--- config.mk ---
export PLATFORM = sky130hd
export DESIGN_NAME = alu_accumulator
export DESIGN_NICKNAME = d
export VERILOG_FILES = /design/src/rtl/alu_pkg.sv /design/src/rtl/addsub_core.sv /design/src/rtl/alu_accumulator.sv
export SDC_FILE = /design/constraint.sdc
export NUM_CORES = 1
export LEC_CHECK = 0
export BUFFER_PORTS_ARGS = -buffer_cell sky130_fd_sc_hd__clkbuf_2
export CORE_MARGIN = 2
export CORE_UTILIZATION = 25
export CTS_CLUSTER_DIAMETER = 200
export DETAILED_ROUTE_END_ITERATION = 6
export PLACE_DENSITY = 0.42
export SLEW_MARGIN = 10
export SYNTH_ARGS = -nofsm -noshare
export SYNTH_HDL_FRONTEND = slang
export SYNTH_HIERARCHICAL = 1
export SYNTH_SLANG_ARGS = --single-unit
--- constraint.sdc ---
create_clock -name clk -period 4.7 [get_ports clk]
set_input_delay 1.41 -clock clk [delete_from_list [all_inputs] [get_ports clk]]
set_output_delay 1.41 -clock clk [all_outputs]
set_load 0.005 [all_outputs]
--- src/rtl/alu_pkg.sv ---
// Shared encodings for the accumulator ALU: opcodes, FSM states, flag bit positions.
package alu_pkg;

  localparam logic [2:0] OP_LOAD = 3'd0;
  localparam logic [2:0] OP_ADD  = 3'd1;
  localparam logic [2:0] OP_ADC  = 3'd2;
  localparam logic [2:0] OP_SUB  = 3'd3;
  localparam logic [2:0] OP_SBC  = 3'd4;
  localparam logic [2:0] OP_AND  = 3'd5;
  localparam logic [2:0] OP_OR   = 3'd6;
  localparam logic [2:0] OP_XOR  = 3'd7;

  typedef enum logic [1:0] {
    ST_IDLE = 2'd0,
    ST_EXEC = 2'd1,
    ST_RESP = 2'd2
  } state_t;

  localparam int FLAG_C = 0;
  localparam int FLAG_Z = 1;
  localparam int FLAG_N = 2;
  localparam int FLAG_V = 3;

endpackage

--- src/rtl/addsub_core.sv ---
// Combinational adder/subtractor: a + (b ^ {sub}) + cin with carry-out and signed overflow.
module addsub_core #(
  parameter int WIDTH = 8
) (
  input  logic [WIDTH-1:0] a,
  input  logic [WIDTH-1:0] b,
  input  logic             sub,
  input  logic             cin,
  output logic [WIDTH-1:0] sum,
  output logic             cout,
  output logic             ovf
);

  logic [WIDTH-1:0] b_x;
  logic [WIDTH:0]   full;

  assign b_x  = b ^ {WIDTH{sub}};
  assign full = {1'b0, a} + {1'b0, b_x} + {{WIDTH{1'b0}}, cin};
  assign sum  = full[WIDTH-1:0];
  assign cout = full[WIDTH];
  // Overflow when both addends share a sign that the sum does not.
  assign ovf  = (a[WIDTH-1] == b_x[WIDTH-1]) && (sum[WIDTH-1] != a[WIDTH-1]);

endmodule

--- src/rtl/alu_accumulator.sv ---
// Accumulator ALU with valid/ready request and response handshakes.
// Optional ALU_SATURATE_EN clamps ADD/ADC on carry-out and SUB/SBC on borrow.
//
// state   | meaning
// IDLE    | ready for a request; op and operand captured on handshake
// EXEC    | accumulator and flags written at the end of this cycle
// RESP    | result presented until out_ready
module alu_accumulator #(
  parameter int WIDTH = 8
) (
  input  logic             clk,
  input  logic             rst,
  input  logic             in_valid,
  output logic             in_ready,
  input  logic [2:0]       op,
  input  logic [WIDTH-1:0] operand,
  output logic             out_valid,
  input  logic             out_ready,
  output logic [WIDTH-1:0] result,
  output logic             cf,
  output logic             zf,
  output logic             nf,
  output logic             vf
);

  import alu_pkg::*;

  state_t           state, state_n;
  logic [2:0]       op_q;
  logic [WIDTH-1:0] opnd_q;
  logic [WIDTH-1:0] acc, acc_n;
  logic [3:0]       flags, flags_n;

  logic             is_sub, core_cin, core_cout, core_ovf;
  logic [WIDTH-1:0] core_sum;
  logic             c_n, v_n;

  assign is_sub   = (op_q == OP_SUB) || (op_q == OP_SBC);
  // ADC/SBC chain through the stored carry; plain SUB injects the two's-complement +1.
  assign core_cin = ((op_q == OP_ADC) || (op_q == OP_SBC)) ? flags[FLAG_C] : is_sub;

  addsub_core #(.WIDTH(WIDTH)) u_addsub (
    .a    (acc),
    .b    (opnd_q),
    .sub  (is_sub),
    .cin  (core_cin),
    .sum  (core_sum),
    .cout (core_cout),
    .ovf  (core_ovf)
  );

  always_comb begin
    acc_n = acc;
    c_n   = flags[FLAG_C];
    v_n   = flags[FLAG_V];
    case (op_q)
      OP_LOAD: acc_n = opnd_q;
      OP_ADD, OP_ADC, OP_SUB, OP_SBC: begin
        acc_n = core_sum;
        c_n   = core_cout;
        v_n   = core_ovf;
`ifdef ALU_SATURATE_EN
        if (!is_sub && core_cout) begin
          acc_n = '1;
        end else if (is_sub && !core_cout) begin
          acc_n = '0;
        end
`endif
      end
      OP_AND: begin
        acc_n = acc & opnd_q;
        c_n   = 1'b0;
        v_n   = 1'b0;
      end
      OP_OR: begin
        acc_n = acc | opnd_q;
        c_n   = 1'b0;
        v_n   = 1'b0;
      end
      OP_XOR: begin
        acc_n = acc ^ opnd_q;
        c_n   = 1'b0;
        v_n   = 1'b0;
      end
      default: ;
    endcase
    flags_n         = '0;
    flags_n[FLAG_C] = c_n;
    flags_n[FLAG_Z] = (acc_n == '0);
    flags_n[FLAG_N] = acc_n[WIDTH-1];
    flags_n[FLAG_V] = v_n;
  end

  always_comb begin
    state_n = state;
    case (state)
      ST_IDLE: if (in_valid)  state_n = ST_EXEC;
      ST_EXEC:                state_n = ST_RESP;
      ST_RESP: if (out_ready) state_n = ST_IDLE;
      default:                state_n = ST_IDLE;
    endcase
  end

  always_ff @(posedge clk) begin
    if (rst) begin
      state  <= ST_IDLE;
      op_q   <= OP_LOAD;
      opnd_q <= '0;
      acc    <= '0;
      flags  <= '0;
    end else begin
      state <= state_n;
      if (state == ST_IDLE && in_valid) begin
        op_q   <= op;
        opnd_q <= operand;
      end
      if (state == ST_EXEC) begin
        acc   <= acc_n;
        flags <= flags_n;
      end
    end
  end

  assign in_ready  = (state == ST_IDLE);
  assign out_valid = (state == ST_RESP);
  assign result    = acc;
  assign cf        = flags[FLAG_C];
  assign zf        = flags[FLAG_Z];
  assign nf        = flags[FLAG_N];
  assign vf        = flags[FLAG_V];

endmodule

==> results by stage, run 1 <==
Outcome:
- The run finished with clean final reports.

Synth:
- The xor/xnor cell area share of the yosys netlist is around 4.6%.
- In this run the biggest area consumer among cell types represents a little under a quarter of the synthesized area.
- For this run, the leading register cell type out of synthesis is dfxtp_1.
- The synthesized net count is 300.
- The share of synthesized cell area in and, or, nand and nor gates is about a fifth.
- The synthesized netlist contains 53 unique library cells.
- The cell area that synthesis handed to floorplanning was 2080 um2.
- The synthesized netlist devotes between 10% and 20% of its cell area to compound gates.
- The fraction of the mapped netlist area in adder cells is a little under a fifth.
- Synthesis inferred 24 register bits.
- The combinational family with the most area after synthesis is simple AND/OR/NAND/NOR gates.
- The dominant cell type by area after synthesis is dfxtp_1.
- Dividing the synthesized area by the synthesized cell count gives around 8.0 um2.
- The number of synthesis warnings is 6.
- The cell count after synthesis is 260.
- In the post-synthesis netlist, the biggest area contributors are dfxtp_1 (23%), ha_1 (14%), nand2_1 (7.9%).
- For this run, asynchronously set or reset flops after synthesis account for 0%.
- The count of flip-flops with a built-in enable after synthesis is 0.
- After synthesis, flip-flops and latches occupy between 20 and 25% of the total area.
- In the synthesized netlist, mux cells make up 5.12% of the area.

Floorplanning:
- The core area is around 8100 um2.
- Once the floorplan was initialized, standard cells occupied 25.5% of the core.
- The number of placement rows is 33.
- The die covers approximately 9100 um2.
- The die is about 95 um wide.
- During I/O placement, the number of pins put on the boundary was 29.
- The vertical extent of the die is roughly 95 um.

Power and ir drop:
- The switching share of power is 32.1%.
- The proportion of power drawn by the clock network is a little under a third.
- The reported leakage power is around 0.94 nW.
- The analysis attributes to net switching a power of ~0.19 mW.
- The internal power of the cells totals a little over 0.4 mW.
- In this run the power density over the cells is about 260 nW/um2.
- Sequential cells burn between 30 and 40% of the power.
- The overall power after layout is roughly 0.6 mW.
- IR analysis of the VDD net gives a maximum drop of 0.000181 V.
- The logic gate share of total power is 29.6%.

CTS:
- The clock tree from TritonCTS is yes.
- No sink is reached through more buffers than the 2 on the longest clock path.
- The insertion delay to the later sink of the worst-skew pair is approximately 0.27 ns.
- The number of resized instances in the post-cts repair step is 0.
- The tree built by TritonCTS fans out to 24 sinks.
- The clock buffer count from CTS is 3.
- In this run the number of H-tree levels came out at 1.
- Clock-pin slew was measured on the worst setup and hold paths at 0.09 ns.
- The post-CTS setup buffer count is 0.
- The clock root buffer is clkbuf_8.
- The total of hold buffers inserted after clock tree synthesis is 0.

Drt:
- The final wirelength is 5380 um.
- The via density per instance is ~4.7.
- In the routed design, unresolved DRC markers number 0.
- The antenna violation net count after detailed routing is 0.
- After detailed routing, the average wire length per cell comes to between 10 and 15 um.
- The detailed-router iteration count before antenna repair is 4.
- The total vias in the final route is ~1800.
- After the first detailed-routing iteration, the DRC count stood at between 100 and 150.

GRT:
- The wire length of the first global-routing pass is around 9000 um.
- For met1 alone, demand over resource in global routing was a little under a fifth.
- For met3 alone, demand over resource in global routing was 1.42%.
- Global routing finished with a remaining overflow of 0.
- Entering global routing, the biggest net connects 25 pins.
- Global routing used 12.8% of the available tracks across all layers.
- The number of antenna violations at the first check in global routing came to 0.
- The most used routing layer in global routing is met2.
- The global routing met2 resource utilization is 20.6%.
- The number of global-route vias before repair came to ~1700.

Worst setup path:
- The launch point of the worst reg-to-reg path is op_q[1]$_SDFFE_PP0P_.
- At the worst endpoint, the required time is between 4 and 5 ns.
- For flop-to-flop paths, the worst setup slack is about 0.73 ns.
- The capturing element type of the critical path is a register.
- The launch point of the critical path is op_q[1]$_SDFFE_PP0P_.
- Data arrives at the worst endpoint at 4.17 ns.
- The category of the critical setup timing path is register to register.
- Of all nets on the critical path, the largest fanout is 14.
- The worst setup path is launched from a register.

STA:
- On the final layout, the worst clock skew is around 0.006 ns.
- For this run, the top clock speed supported by timing is between 200 and 300 MHz.
- Summed over all failing endpoints, the final setup total negative slack is 0 ns.
- Setup violations remaining at the end of the flow were counted as 0.
- Setup repair after global routing left no endpoint under its margin.
- The slew at the pin closest to its max-slew limit is ~0.94 ns.
- Measured against its own limit, the worst slew margin works out to approximately 37%.
- The portion of the clock cycle consumed by the worst path in the final layout is ~84%.
- The final number of hold-violating endpoints is 0.
- The final critical path time including I/O delays and setup is approximately 4.0 ns.
- Setup slack closes at between 0.7 and 0.8 ns.
- The number of pins with negative max-slew slack in the final report is 0.

Placement:
- Including well taps, the total number of placed cells is 379.
- The worst slack after detailed placement is approximately 0.78 ns.
- The number of input and output port buffers inserted is 28.
- The congestion estimate from routability-driven global placement came to around 0.78.
- The HPWL after detailed placement is about 4200 um.

Min path:
- The startpoint of the tightest hold check path is flags[1]$_SDFFE_PP0P_.
- The path type of the worst min-delay path is register to register.

Run:
- The tool flagged a number of max-cap violations equal to 0.

Final layout:
- The number of antenna cells inserted is 0.
- Excluding fillers, the count of instances in the completed layout stands at roughly 380.
- The most common cell after layout, fill and taps aside is nand2_1.
- The final-layout fill cell count is 893.
- The core utilization of the finished layout is between 20% and 30%.
- The library cells used most frequently in the layout, excluding fill and tap cells, are nand2_1 (44), clkbuf_2 (28), inv_1 (26), dfxtp_1 (24), ha_1 (23).
- The relative area change from synthesis to final layout is 11.3%.
- The share of final-layout standard cells stronger than drive strength 1 is between 10% and 20%.
- After the last flow step, the layout net total stands at around 320.
==> kinds of logic after synthesis <==
| group | count (synthesis) |
|---|---|
| xor+xnor | 11 |
| buf+inv | 41 |
| compound gates | 56 |
| simple gates | 87 |
| flops | 24 |
| mux | 10 |
| fa+ha+maj | 31 |
==> worst max-delay path: stages, from the launching register on <==
cell and delay, ns:
dfxtp_1 0.80, nor2b_1 0.25, a22o_1 0.42, xor2_1 0.24
ha_1 0.26, nor2b_1 0.15, o31ai_2 0.34, a21oi_2 0.14
xor2_1 0.19, maj3_1 0.35, o32a_1 0.32, nor4b_2 0.21
nand4bb_1 0.12, a21oi_1 0.12
==> worst paths after layout <==
check,cells past startpoint,to
max,13,flags[1]$_SDFFE_PP0P_
max reg2reg,13,flags[1]$_SDFFE_PP0P_
min,2,flags[1]$_SDFFE_PP0P_
min reg2reg,2,flags[1]$_SDFFE_PP0P_
==> state kept, by name, indices dropped and copies added (netlist names) <==
register and flops:
state 2, op_q 3, opnd_q 8, result 8, flags 3
==> power groups by stage <==
stage	Sequential [mW]	Combinational [mW]	Clock, mW
after detailed placement	0.242	0.178	0
after global routing	0.241	0.201	0.202
final	0.237	0.177	0.185
after CTS	0.238	0.179	0.192
after global placement	0.243	0.177	0
after floorplan	0.231	0.145	0
==> per-layer routing <==
| layer | part of all wire (%) | wire (um) |
|---|---|---|
| met1 | 52 | 2770 |
| met2 | 44 | 2350 |
| met3 | 3.9 | 209 |
| met4 | 0.95 | 51 |
| met5 | 0 | 0 |
==> synthesized netlist by cell type (2+ instances only) <==
cell      number
nand2_1       44
inv_1         26
dfxtp_1       24
ha_1          23
a21oi_1       22
nor2_1        16
mux2i_1        8
xor2_1         8
clkbuf_1       6
nor3_1         6
o21ai_0        6
o32a_1         6
nor2b_1        5
buf_6          4
maj3_2         4
nand2b_1       3
o21a_1         3
xnor2_1        3
a21boi_1       2
a21oi_2        2
buf_4          2
fa_1           2
maj3_1         2
nand3_1        2
nand4_1        2
o22ai_1        2
==> per-stage QoR <==
step | instance area, um2 | hold slack (ns)
2_1_floorplan | 2080 | 0.453
3_3_place_gp | 2240 | 0.487
3_5_place_dp | 2240 | 0.472
4_1_cts | 2310 | 0.488
5_1_grt | 2310 | 0.518
6_report | 2310 | 0.481
==> layout make-up <==
class                           instances  area [um2]  area share, %
Clock buffer                            3        41.3           1.78
Clock inverter                          1        30.0           1.30
Inverter                               27         104           4.49
Multi-Input combinational cell        195        1390           59.9
Sequential cell                        24         480           20.8
Tap cell                              105         131           5.68
Timing Repair Buffer                   28         140           6.06
No activity file was read; power rests on OpenSTA's default activity.
==> inputs of run 2 (changes only) <==
- PLACE_DENSITY: 0.42 -> 0.44
- clock period: 4.7 -> 3.4 ns (I/O delays scaled with it)
==> run 2 against run 1 <==
  * Die area is the same
  * Sequential share of layout area fell by 1.1 points
  * Clock skew down 0.0030 ns
  * Sequential cell count stayed put
  * Largest cell class unchanged
  * Critical path depth up 1
  * Via count up 3.1%
  * Combinational power rose by 57%
  * Hold slack better by 0.015 ns
  * Core utilization increased by 1.8 points
  * Total power up 33%
  * Critical endpoint unchanged
  * Worst setup slack worse by 0.62 ns
  * Largest power group unchanged
==> results by stage, run 2 (synthesis results as in run 1) <==
Placement:
- The final weighted congestion of routability-driven global placement is 0.821 (+5.8%).
- The worst slack after detailed placement is 0.0692 ns (-0.711 ns).
- The final HPWL from detailed placement is 4260 um (+2.0%).
- The number of input and output port buffers inserted is 28 (unchanged).

Min path:
- The worst hold endpoint is op_q[0]$_SDFFE_PP0P_.
- The startpoint of the tightest hold check path is op_q[0]$_SDFFE_PP0P_.
- The number of stages on the worst hold path is 2 (unchanged).
- In this run the worst hold path is classified as register to register.

Worst setup path:
- The end of the worst register-to-register path is flags[1]$_SDFFE_PP0P_.
- On the critical path, the stage with the largest delay is an instance of dfxtp_2.
- The data required time of the critical path is 3.60 ns (-1.30 ns).
- The worst register-to-register path begins at op_q[1]$_SDFFE_PP0P_.
- The capturing element type of the critical path is a register.
- The critical path goes through nor2b_1 > a22o_1 > buf_12 > xor2_2 > ha_1 > nor2b_1 > o31ai_2 > a21oi_2 > xor2_1 > maj3_1 > o32a_1 > nor4b_4 > nand4bb_1 > a21oi_1.
- The critical path data arrival time is 3.49 ns (-0.68 ns).
- By instance count, the cell type seen most on the critical path is nor2b_1.
- The peak fanout along the critical path is 8 (-6).
- The worst stage delay on the critical path came to 0.35 ns (-0.45 ns).
- The count of cells along the worst register-to-register path came to 14 (+1).
- The category of the critical setup timing path is register to register.
- The worst-case register-to-register setup slack is 0.11 ns (-0.62 ns).
- The critical path startpoint category is a register.

Drt:
- The average routed wire per standard cell is 13.6 um (-3.1%).
- The detailed-router iteration count before antenna repair is 4 (unchanged).
- The number of DRC markers in iteration 0 is 51 (-54%).
- The total vias in the final route was 1846 (+3.1%).
- The post-detailed-route DRC marker count came to 0 (unchanged).
- The via density per instance is 4.64 (-0.76%).
- The met2 wire length is 2490 um (+6.1%).
- The routed length on met1 was 2750 um (-0.94%).
- The final wirelength came to 5420 um (+0.69%).
- The uppermost layer routed is met4.
- The met3 layer wire length in the routed design was 126 um (-40%).
- The antenna violation net count after detailed routing is 0 (unchanged).

Power and ir drop:
- The reported leakage power is 1.02 nW (+8.5%).
- The power per cell area was 324 nW/um2 (+25%).
- The worst voltage drop across the vdd grid is 0.000125 V (-31%).

GRT:
- The overall fraction of global-route tracks in use is 12.7% (-0.060 points).
- The pin count of the biggest net entering global routing came to 25 (unchanged).
- The number of global-route vias before repair is 1718 (+0.76%).
- The number of antenna violations at the first check in global routing is 0 (unchanged).
- The wire length of the first global-routing pass is 9030 um (+0.16%).
- The residual overflow from global routing came to 0 (unchanged).

STA:
- The clock skew is 0.00318 ns (-0.00298 ns).
- The slew at the pin closest to its max-slew limit is 0.861 ns (-0.0762 ns).
- Setup repair after global routing could not meet its margin everywhere.
- The highest achievable clock rate came to 304 MHz (+21%).
- The number of pins with negative max-slew slack in the final report is 0 (unchanged).
- The worst slew margin relative to its limit was 42.5% (+5.1 points).
- The portion of the clock cycle consumed by the worst path in the final layout was 96.9% (+12 points).
- The final-report setup violation count was 0 (unchanged).
- The final critical path time including I/O delays and setup is 3.29 ns (-0.677 ns).
- The final number of hold-violating endpoints came to 0 (unchanged).
- The post-route worst hold slack was 0.496 ns (+0.0146 ns).
- The minimum setup slack in the final design came to 0.106 ns (-0.623 ns).

Floorplanning:
- The number of placement rows is 33 (unchanged).
- The die boundary width is 95.2 um (unchanged).
- The number of I/O pins is 29 (unchanged).
- The starting density of the core is 25.5% (unchanged).
- The full die area was 9060 um2 (unchanged).
- The vertical extent of the die is 95.2 um (unchanged).
- The core area is 8130 um2 (unchanged).

Final layout:
- The most common cell after layout, fill and taps aside is nand2_1.
- The post-layout net count is 334 (+4.7%).
- The number of antenna cells inserted is 0 (unchanged).
- Relative to the synthesized area, the layout overhead comes to 18.3%.
- The share of final-layout standard cells stronger than drive strength 1 is 23.2% (+6.7 points).
- Leaving out fill and tap cells, the most frequent cells in the layout are nand2_1 (44), clkbuf_2 (28), inv_1 (26), ha_1 (23).

Outcome:
- The flow ran to the end, and the final reports show no timing, DRC or antenna violations.

Run:
- The total of max-cap violations came to 0 (unchanged).

CTS:
- The clock-pin slew of the registers on the worst-case setup and hold paths came to 0.09 ns (about the same).
- The total number of H-tree levels came to 1 (unchanged).
- The tree is rooted in a clkbuf_8.
- The clock tree from TritonCTS is yes.
- The worst-case clock buffer depth is 2 (unchanged).
- The number of sinks handled by clock tree synthesis is 24 (unchanged).
- The clock buffer count from CTS is 3 (unchanged).
- The insertion delay to the later sink of the worst-skew pair is 0.27 ns (about the same).
## run 2: worst max-delay path, delay by kind of cell (launching register included)
| family | cells | cell delay (ns) |
|---|---|---|
| flip-flops | 1 | 0.35 |
| AO/OA/AOI/OAI | 5 | 1.15 |
| XOR/XNOR | 2 | 0.33 |
| buffers and inverters | 1 | 0.16 |
| adder cells (fa/ha/maj) | 2 | 0.60 |
| AND/OR/NAND/NOR | 4 | 0.63 |
## run 2: worst max-delay path by stage
stage / startpoint / slack [ns] / end
after floorplan: op_q[0]$_SDFFE_PP0P_ / 0.11 / flags[1]$_SDFFE_PP0P_
after global placement: op_q[1]$_SDFFE_PP0P_ / 0.18 / flags[1]$_SDFFE_PP0P_
after detailed placement: op_q[1]$_SDFFE_PP0P_ / 0.07 / flags[1]$_SDFFE_PP0P_
after CTS: op_q[1]$_SDFFE_PP0P_ / 0.06 / flags[1]$_SDFFE_PP0P_
after global routing: op_q[1]$_SDFFE_PP0P_ / -0.12 / flags[1]$_SDFFE_PP0P_
final: op_q[1]$_SDFFE_PP0P_ / 0.11 / flags[1]$_SDFFE_PP0P_
## run 2: power by group
group / switching, mW / total [mW] / internal [mW]
Sequential: 0.0243 / 0.321 / 0.297
Clock: 0.0946 / 0.198 / 0.104
Combinational: 0.150 / 0.278 / 0.128
Total: 0.269 / 0.797 / 0.528
## run 2: cell type report
type | count | area, um2
Timing Repair Buffer | 43 | 265
Multi-Input combinational cell | 195 | 1420
Clock buffer | 4 | 55.1
Inverter | 27 | 104
Sequential cell | 24 | 483
Tap cell | 105 | 131
Fill cell | 882 | 5680
## run 2: per-layer routing
| metal | vias up | GRT usage (%) |
|---|---|---|
| met5 | - | 0 |
| met4 | 0 | 3.62 |
| met3 | 4 | 1.11 |
| met2 | 22 | 21.0 |
| met1 | 871 | 17.6 |
| li1 | 949 | - |
## run 2: what timing repair did
item,in CTS,in global routing
hold buffers,0,0
endpoints found under the setup margin,0,3
resized for setup,0,8
endpoints found under the hold margin,0,0
setup buffers,0,0
## run 2: per-stage QoR
| step | TNS, ns | instances | power, mW | area (um2) | utilization (%) |
|---|---|---|---|---|---|
| final | 0 | 398 | 0.797 | 2460 | 30.2 |
| after global routing | -0.120 | 398 | 0.855 | 2460 | 30.2 |
| after CTS | 0 | 398 | 0.804 | 2420 | 29.8 |
| after detailed placement | 0 | 394 | 0.601 | 2370 | 29.1 |
| after global placement | 0 | 394 | 0.600 | 2370 | 29.1 |
| after floorplan | 0 | 260 | 0.519 | 2080 | - |
==> inputs of run 3 (changes only) <==
- ABC_AREA: default -> 1
- GPL_TIMING_DRIVEN: default -> 0
==> run 3 against run 2 <==
  * Hold slack worse by 0.016 ns
  * Via count up 6.1%
  * First-iteration DRC count rose by 92%
  * Sequential cell count unchanged
  * Core utilization fell by 0.32 points
  * Combinational power is 40% higher
  * Die area rose by 2.3%
  * Global-route usage rose by 1.5 points
  * Clock-buffer cell count stayed put
  * Critical path depth increased by 3
  * Cell count grew 10%
==> results by stage, run 3 <==
Min path:
- The number of stages on the worst hold path is 2 (unchanged).
- The startpoint identified for the worst hold timing path is flags[1]$_SDFFE_PP0P_.
- The path type of the worst min-delay path is register to register.

Worst setup path:
- The worst-case register-to-register setup slack is 0.27 ns (+0.17 ns).
- The slowest cell on the critical path is fa_1.
- The critical path startpoint category is a register.
- The cell type with the highest occurrence count on the critical path is nand2_1.
- In this run the critical register-to-register path is captured at flags[1]$_SDFFE_PP0P_.
- The endpoint of the most critical setup path is flags[1]$_SDFFE_PP0P_.
- The peak fanout along the critical path is 8 (unchanged).
- The critical path data arrival time is 3.35 ns (-0.14 ns).
- The launch point of the critical path is op_q[2]$_SDFFE_PP0P_.
- The count of cells along the worst register-to-register path is 17 (+3).
- The worst stage delay on the critical path is 0.44 ns (+0.09 ns).
- The worst setup path is of the register to register kind.
- The data required time of the critical path was 3.62 ns (+0.02 ns).
- The signal on the critical path passes through buf_6 > inv_4 > nand3_2 > nand2_1 > clkbuf_4 > xnor2_1 > fa_1 > fa_1 > o21ai_2 > nand2_1 > nand3_1 > nand2_1 > nand2_1 > nand3_1 > nor2_1 > nand3_2 > a21oi_2.
- In this run the critical register-to-register path is launched from op_q[2]$_SDFFE_PP0P_.
- STA classifies the critical path endpoint as a register.

Floorplanning:
- The vertical extent of the die is 96.3 um (+1.1%).
- The full die area is 9270 um2 (+2.3%).
- The starting density of the core is 25.9% (+0.35 points).
- The core area is 8220 um2 (+1.0%).
- The number of placement rows was 33 (unchanged).
- The die boundary width is 96.3 um (+1.1%).
- The number of I/O pins is 29 (unchanged).

CTS:
- The number of sinks handled by clock tree synthesis is 24 (unchanged).
- The clock root buffer is clkbuf_8.
- The insertion delay to the later sink of the worst-skew pair is 0.28 ns (about the same).
- The worst-case clock buffer depth is 2 (unchanged).
- TritonCTS built the clock tree.
- The number of resized instances in the post-cts repair step is 0 (unchanged).
- The post-CTS setup buffer count was 0 (unchanged).
- The clock-pin slew of the registers on the worst-case setup and hold paths is 0.10 ns (about the same).
- The total of hold buffers inserted after clock tree synthesis is 0 (unchanged).
- The clock buffer count from CTS is 3 (unchanged).
- The total number of H-tree levels came to 1 (unchanged).

Drt:
- The via density per instance is 4.47 (-3.6%).
- The number of DRC markers in iteration 0 is 98 (+92%).
- The post-detailed-route DRC marker count is 0 (unchanged).
- The average routed wire per standard cell is 13.8 um (+1.7%).
- The antenna violation net count after detailed routing is 0 (unchanged).
- The detailed-router iteration count before antenna repair was 6 (+2).
- The final wirelength came to 6070 um (+12%).
- The total vias in the final route is 1958 (+6.1%).

STA:
- The highest achievable clock rate is 320 MHz (+5.3%).
- The worst slew margin relative to its limit is 58.6% (+16 points).
- Setup repair after global routing left no endpoint under its margin.
- The final number of hold-violating endpoints came to 0 (unchanged).
- The setup TNS after final layout is 0 ns (unchanged).
- The number of pins with negative max-slew slack in the final report is 0 (unchanged).
- The final critical path time including I/O delays and setup is 3.13 ns (-0.166 ns).
- The slew at the pin closest to its max-slew limit was 0.621 ns (-0.240 ns).
- The clock skew is 0.00653 ns (+0.00335 ns).
- The final-report setup violation count is 0 (unchanged).
- The portion of the clock cycle consumed by the worst path in the final layout is 92.0% (-4.9 points).

GRT:
- The overall fraction of global-route tracks in use was 14.2% (+1.5 points).
- The number of global-route vias before repair came to 1835 (+6.8%).
- The number of antenna violations at the first check in global routing is 0 (unchanged).
- The residual overflow from global routing is 0 (unchanged).
- The pin count of the biggest net entering global routing came to 14 (-44%).
- The wire length of the first global-routing pass came to 9750 um (+8.0%).

Synth:
- The count of flip-flops with a built-in enable after synthesis is 0 (unchanged).
- The most common cell in the synthesized netlist is nand2_1.
- The synthesized design spends more area on one cell type than any other, namely dfxtp_1.
- The dominant synthesized flop cell is dfxtp_1.
- The number of distinct library cell variants in the gate-level netlist after synthesis is 35 (-34%).
- The cell count after synthesis came to 301 (+16%).
- The share of flip-flops with an asynchronous set or reset after synthesis is 0% (unchanged).
- The sequential element share of the synthesized area was 22.6% (-0.54 points).
- The number of synthesis warnings is 6 (unchanged).
- The summed instance area of the synthesized netlist was 2130 um2 (+2.4%).
- In the post-synthesis netlist, the biggest area contributors are dfxtp_1 (23%), ha_1 (14%), nand2_1 (13%).
- The mean instance size in the synthesized netlist is 7.07 um2 (-12%).
- By count the netlist is led by nand2_1 (71), inv_1 (43), dfxtp_1 (24).
- The synthesized net count was 341 (+14%).
- The share of the synthesized area in the top cell type came to 22.6% (-0.54 points).
- The register bit total from synthesis came to 24 (unchanged).

Final layout:
- The number of antenna cells inserted is 0 (unchanged).
- In the layout the commonest cells are nand2_1 (71), inv_1 (43), clkbuf_2 (28), dfxtp_1 (24), ha_1 (23).
- The share of final-layout standard cells stronger than drive strength 1 is 20.1% (-3.1 points).
- The relative area change from synthesis to final layout is 15.5%.
- The library cell used most frequently in the layout, excluding fill and tap cells, is nand2_1.
- The final-layout fill cell count is 910 (+3.2%).
- The area used by sequential logic in the layout came to 480 um2 (-0.52%).
- The area of the multi-input gates is 1380 um2 (-3.1%).
- The post-layout net count is 374 (+12%).

Power and ir drop:
- The worst voltage drop across the vdd grid is 0.000141 V (+12%).
- The power per cell area came to 379 nW/um2 (+17%).
- The reported leakage power is 1.31 nW (+29%).
- The overall power after layout is 0.931 mW (+17%).

Run:
- The total of max-cap violations came to 0 (unchanged).

Outcome:
- The run finished with clean final reports.

Placement:
- The final weighted congestion of routability-driven global placement is 0.798 (-2.8%).
- The final HPWL from detailed placement is 4560 um (+6.9%).
- The number of input and output port buffers inserted came to 28 (unchanged).
run 3: cell families (layout without fill, tap and decap cells):
family / count (synthesis) / count (layout) / share of synthesized area [%]
xor gates and xnor gates: 13 / 13 / 5.35
buffers and inverters: 59 / 91 / 12.8
DFF: 24 / 24 / 22.6
and+or+nand+nor: 129 / 129 / 30.2
AOI/OAI and AO/OA: 51 / 51 / 13.7
adders and majority gates: 25 / 25 / 15.4
run 3: worst min path at each step:
stage	slack (ns)	end
after CTS	0.48	flags[1]$_SDFFE_PP0P_
after floorplan	0.47	flags[1]$_SDFFE_PP0P_
final	0.48	flags[1]$_SDFFE_PP0P_
after global routing	0.52	flags[1]$_SDFFE_PP0P_
after detailed placement	0.47	flags[1]$_SDFFE_PP0P_
after global placement	0.47	flags[1]$_SDFFE_PP0P_
run 3: layout make-up:
type	instances	area share, %
inverters	48	7.64
well taps	105	5.35
flip-flops and latches	24	19.6
plain buffers	11	3.51
clock buffers	4	2.24
multi-input cells	218	56.0
repair buffers	28	5.70
run 3: report_power, final:
| part | internal [mW] | switching [mW] | total [mW] |
|---|---|---|---|
| clock network | 0.104 | 0.110 | 0.214 |
| registers | 0.304 | 0.0226 | 0.326 |
| logic | 0.143 | 0.247 | 0.390 |
| total | 0.551 | 0.380 | 0.931 |
run 3: critical path: cells and delay by family (launching register included):
| kind | cells | cell delay [ns] |
|---|---|---|
| buffers and inverters | 3 | 0.49 |
| XOR/XNOR | 1 | 0.11 |
| flip-flops | 1 | 0.32 |
| adder cells (fa/ha/maj) | 2 | 0.86 |
| AND/OR/NAND/NOR | 9 | 0.91 |
| AO/OA/AOI/OAI | 2 | 0.38 |
run 3: per-layer routing:
layer  part of all wire, %  up-vias  global-route usage, %
li1                      -     1033                      -
met1                    50      890                   19.6
met2                    46       28                   23.1
met3                   2.5        7                   1.88
met4                   1.5        0                   3.69
met5                     0        -                      0
run 3: through the flow:
stage	hold slack, ns	utilization, %	setup slack, ns	cells	cell area [um2]
4_1_cts	0.482	29.9	0.165	438	2450
2_1_floorplan	0.467	-	0.706	301	2130
6_report	0.480	29.9	0.272	438	2460
3_3_place_gp	0.467	29.2	0.173	434	2400
5_1_grt	0.516	29.9	0.0500	438	2460
3_5_place_dp	0.465	29.2	0.195	434	2400
